===== src/rtl/serial_add_pkg.sv =====
// rtl/serial_add_pkg.sv - shared state encoding and defaults for the serial adder sequencer
package serial_add_pkg;

  localparam int DEF_WIDTH = 4;

  typedef enum logic [1:0] {
    ST_IDLE = 2'd0,
    ST_RUN  = 2'd1,
    ST_DONE = 2'd2
  } state_t;

endpackage


===== src/rtl/serial_add_slice.sv =====
// rtl/serial_add_slice.sv - 1-bit full adder with its carry flop
module serial_add_slice (
  input  logic clk,
  input  logic rst,
  input  logic load,
  input  logic cin,
  input  logic a,
  input  logic b,
  input  logic en,
  output logic s,
  output logic cout
);

  logic carry_q;

  always_comb begin
    s    = a ^ b ^ carry_q;
    cout = (a & b) | (a & carry_q) | (b & carry_q);
  end

  // load has priority so an accept always starts from the new carry-in
  always_ff @(posedge clk) begin
    if (rst) begin
      carry_q <= 1'b0;
    end else if (load) begin
      carry_q <= cin;
    end else if (en) begin
      carry_q <= cout;
    end
  end

endmodule


===== src/rtl/serial_add_ctrl.sv =====
// rtl/serial_add_ctrl.sv - parallel-word sequencer driving the bit-serial adder slice
module serial_add_ctrl
  import serial_add_pkg::*;
#(
  parameter int WIDTH = DEF_WIDTH
) (
  input  logic             clk,
  input  logic             rst,
  input  logic             start,
  input  logic [WIDTH-1:0] op_a,
  input  logic [WIDTH-1:0] op_b,
  input  logic             cin,
  output logic             ready,
  output logic             busy,
  output logic             done,
  output logic [WIDTH:0]   result
);

  localparam int CNT_W = $clog2(WIDTH) + 1;

  state_t           state_q;
  logic [CNT_W-1:0] cnt_q;
  logic [WIDTH-1:0] sa_q;
  logic [WIDTH-1:0] sb_q;
  logic [WIDTH-1:0] sum_q;
  logic [WIDTH-1:0] sum_d;
  logic [WIDTH:0]   result_q;
  logic             done_q;
  logic             ready_q;
  logic             busy_q;
  logic             accept;
  logic             run;
  logic             s;
  logic             cout;

  assign accept = start & ready_q;
  assign run    = (state_q == ST_RUN);

  serial_add_slice u_slice (
    .clk  (clk),
    .rst  (rst),
    .load (accept),
    .cin  (cin),
    .a    (sa_q[0]),
    .b    (sb_q[0]),
    .en   (run),
    .s    (s),
    .cout (cout)
  );

  // new sum bit enters at the MSB so the LSB-first stream lands in order
  always_comb begin
    sum_d = WIDTH'({s, sum_q} >> 1);
  end

  always_ff @(posedge clk) begin
    if (rst) begin
      state_q  <= ST_IDLE;
      cnt_q    <= '0;
      sa_q     <= '0;
      sb_q     <= '0;
      sum_q    <= '0;
      result_q <= '0;
      done_q   <= 1'b0;
      ready_q  <= 1'b1;
      busy_q   <= 1'b0;
    end else begin
      done_q <= (state_q == ST_DONE);
      if (accept) begin
        sa_q    <= op_a;
        sb_q    <= op_b;
        cnt_q   <= '0;
        state_q <= ST_RUN;
        ready_q <= 1'b0;
        busy_q  <= 1'b1;
      end else begin
        case (state_q)
          ST_IDLE: begin
            ready_q <= 1'b1;
            busy_q  <= 1'b0;
          end
          ST_RUN: begin
            sa_q  <= sa_q >> 1;
            sb_q  <= sb_q >> 1;
            sum_q <= sum_d;
            cnt_q <= cnt_q + 1'b1;
            if (cnt_q == CNT_W'(WIDTH - 1)) begin
              result_q <= {cout, sum_d};
              state_q  <= ST_DONE;
              ready_q  <= 1'b1;
              busy_q   <= 1'b0;
            end
          end
          default: begin
            state_q <= ST_IDLE;
            ready_q <= 1'b1;
            busy_q  <= 1'b0;
          end
        endcase
      end
    end
  end

  assign ready  = ready_q;
  assign busy   = busy_q;
  assign done   = done_q;
  assign result = result_q;

endmodule


===== config.mk =====
export PLATFORM = sky130hd
export DESIGN_NAME = serial_add_ctrl
export DESIGN_NICKNAME = d
export VERILOG_FILES = /design/src/rtl/serial_add_pkg.sv /design/src/rtl/serial_add_slice.sv /design/src/rtl/serial_add_ctrl.sv
export SDC_FILE = /design/constraint.sdc
export NUM_CORES = 1
export LEC_CHECK = 0
export BUFFER_PORTS_ARGS = -buffer_cell sky130_fd_sc_hd__buf_2
export CORE_MARGIN = 10
export CORE_UTILIZATION = 55
export CTS_CLUSTER_SIZE = 12
export DETAILED_ROUTE_END_ITERATION = 16
export PLACE_DENSITY = 0.83
export SYNTH_ARGS = -nofsm -noshare
export SYNTH_HDL_FRONTEND = slang
export SYNTH_SLANG_ARGS = --single-unit
export TNS_END_PERCENT = 50

===== constraint.sdc =====
create_clock -name clk -period 4.2 [get_ports clk]
set_clock_uncertainty 0.1 [all_clocks]
set_input_delay 0.21 -clock clk [delete_from_list [all_inputs] [get_ports clk]]
set_output_delay 0.21 -clock clk [all_outputs]
set_load 0.03 [all_outputs]

==> results.json <==
{
  "vias": 871,
  "drc": 0,
  "syn2layout_area_growth_pct": 7.95,
  "p_leak_nw": 0.437,
  "postCtsHoldBufs": 0,
  "slew_headroom": 0.498,
  "grtUsageTotal": 0.0985,
  "core.rowCount": 15,
  "fillerInstances": 181,
  "ys_ff_latch": 25,
  "cts_setup_buffers": 0,
  "period_needed_ns": 1.63,
  "num_io_pins": 20,
  "clk_latency_ns": 0.31,
  "ys_types": 28,
  "die-area_um2": 4070,
  "layout-drive-gt1-share": 0.202,
  "ir_drop_v": 0.000197,
  "htree_num_levels": 1,
  "place.gp.congestion": 0.721,
  "num_antenna_cells": 0,
  "comb_power_share": 0.129,
  "setup_violations": 0,
  "timing.final.crit_share": 0.387,
  "arrival_ns": 1.77,
  "start_kind": "flop",
  "hold_path_class": "in2reg",
  "numClockSinks": 25,
  "yosysWarnings": 0,
  "cp_data_required_time_ns": 4.34,
  "p_seq_frac": 0.617,
  "hold_viol_final": 0,
  "worst_pin_slew_ns": 0.752,
  "syn_nets": 132,
  "avgSynthCellArea_um2": 9.02,
  "crit_fanout": 20,
  "internal_power_mw": 0.303,
  "cts_tree": "done",
  "wl_per_cell_um": 13.6,
  "hpwl_mm": 1.47,
  "rsz0062_at_grt": "false",
  "status": "finished clean",
  "clkPwrFrac": 0.253,
  "hold_ws_ns": 0.0280,
  "die_h_um": 63.8,
  "finalMaxSlewViolations": 0,
  "drtIter0Drc": 23,
  "regArea_um2": 500,
  "start_util": 0.598,
  "swShare": 0.268,
  "cts_made_buffers": 3,
  "placed_area_um2": 1110,
  "antenna_found_initial": 0,
  "grt_pass1_vias": 761,
  "ctsResizeCount": 0,
  "dr.pass1.iters": 4,
  "fin_util": 0.645,
  "grt_pass1_wl_mm": 3.39,
  "cp-end-kind": "flop",
  "io_buffers": 19,
  "power-per-cell-area_nw_per_um2": 363,
  "vias_per_cell": 5.66,
  "multiInputGateArea_um2": 477,
  "switching_power_mw": 0.111,
  "netlist_area_um2": 1050,
  "grt_max_degree": 26,
  "stdcell_area_um2": 1140,
  "die_x_um": 63.8,
  "setup_tns_ns": 0,
  "overflow": 0,
  "routed_wl_mm": 2.09,
  "fin_total_pwr_mw": 0.414,
  "final_nets": 145,
  "root_buffer": "clkbuf_4",
  "cts.clk_slew.worst_paths_ns": 0.13,
  "ys_seq_area_frac": 0.474,
  "synth_cells": 117,
  "r2r_slack_ns": 2.57,
  "fmax_mhz": 615,
  "worstSetupPathType": "reg2reg",
  "ant_nets": 0,
  "cap_violations": 0,
  "cts_max_path_buffers": 2,
  "coreArea_um2": 1760
}
## routing by layer
metal	up-vias	routed length [um]	global-route usage
li1	439	-	-
met1	409	938	0.117
met2	19	1040	0.162
met3	4	92	0.0331
met4	0	22	0.0328
met5	-	0	0
## placed cells by master (no fill, tap or decap), types with 3 or more instances in the layout
| cell | instances |
|---|---|
| a21oi_1 | 11 |
| nand4_1 | 5 |
| clkbuf_4 | 3 |
| nand3_1 | 5 |
| a311oi_1 | 7 |
| buf_2 | 19 |
| o21ai_0 | 3 |
| nor2_1 | 9 |
| o31ai_1 | 5 |
| dfxtp_1 | 25 |
| nand2_1 | 17 |
| nor3_1 | 3 |
## final cells by class
| cell class | instances | share of cell area |
|---|---|---|
| Clock buffer | 3 | 0.0198 |
| Clock inverter | 1 | 0.00440 |
| Inverter | 2 | 0.00659 |
| Multi-Input combinational cell | 79 | 0.419 |
| Sequential cell | 25 | 0.440 |
| Tap cell | 25 | 0.0275 |
| Timing Repair Buffer | 19 | 0.0835 |
## registers in the layout, summed over array words and instances (netlist names)
register / flops
result: 5
state_q: 2
sb_q: 4
sum_q: 3
cnt_q: 3
sa_q: 4
busy: 1
ready: 1
done: 1
u_slice.carry_q: 1
## cell usage after synthesis
cell type	number	area (um2)
fa_1	1	20.0
nor4_1	1	6.26
a21oi_1	11	55.1
nor2_2	1	6.26
and2_1	1	6.26
o21bai_1	1	7.51
inv_1	2	7.51
o21ai_0	3	15.0
nor3_1	3	15.0
a31oi_1	1	6.26
clkbuf_1	2	7.51
buf_6	2	22.5
o31ai_1	5	37.5
buf_2	5	25.0
nand2_1	17	63.8
dfxtp_1	25	500
buf_4	2	15.0
a2111oi_2	1	15.0
nand4_1	5	31.3
nand2b_1	1	6.26
ha_1	2	25.0
a311oi_1	7	61.3
mux2i_1	1	10.0
nor2b_4	1	13.8
nor3b_1	1	7.51
xnor2_1	1	8.76
nand3_1	5	25.0
nor2_1	9	33.8
## final timing paths
path / from / cells past startpoint / end
max: state_q[1] / 3 / sum_q[1]
min: op_b[3] / 3 / sb_q[3]
max reg2reg: state_q[1] / 3 / sum_q[1]
min reg2reg: result[3] / 2 / result[3]
## critical path, cell delays in order (launching register included)
cell	delay, ns
dfxtp_1	0.42
nand2b_1	0.62
o21ai_0	0.20
a21oi_1	0.21
## stage by stage
stage | std cells | setup WS (ns)
after floorplan | 117 | 2.81
after global placement | 150 | 2.65
after detailed placement | 150 | 2.58
after CTS | 154 | 2.54
after global routing | 154 | 2.42
final | 154 | 2.57
## cells by family after synthesis
kind of cell,synth area share
buffers and inverters,0.0735
flip-flops,0.474
AO/OA/AOI/OAI,0.187
XOR/XNOR,0.00831
multiplexers,0.00949
AND/OR/NAND/NOR,0.204
adder cells (fa/ha/maj),0.0427
## power by group through the flow
stage                     registers [mW]  clock network [mW]  logic (mW)
after floorplan                    0.262                   0      0.0439
after global placement             0.260                   0      0.0523
after detailed placement           0.261                   0      0.0541
after CTS                          0.255               0.105      0.0543
after global routing               0.257               0.115      0.0597
final                              0.255               0.105      0.0535
(Power assumes the default switching activity.)
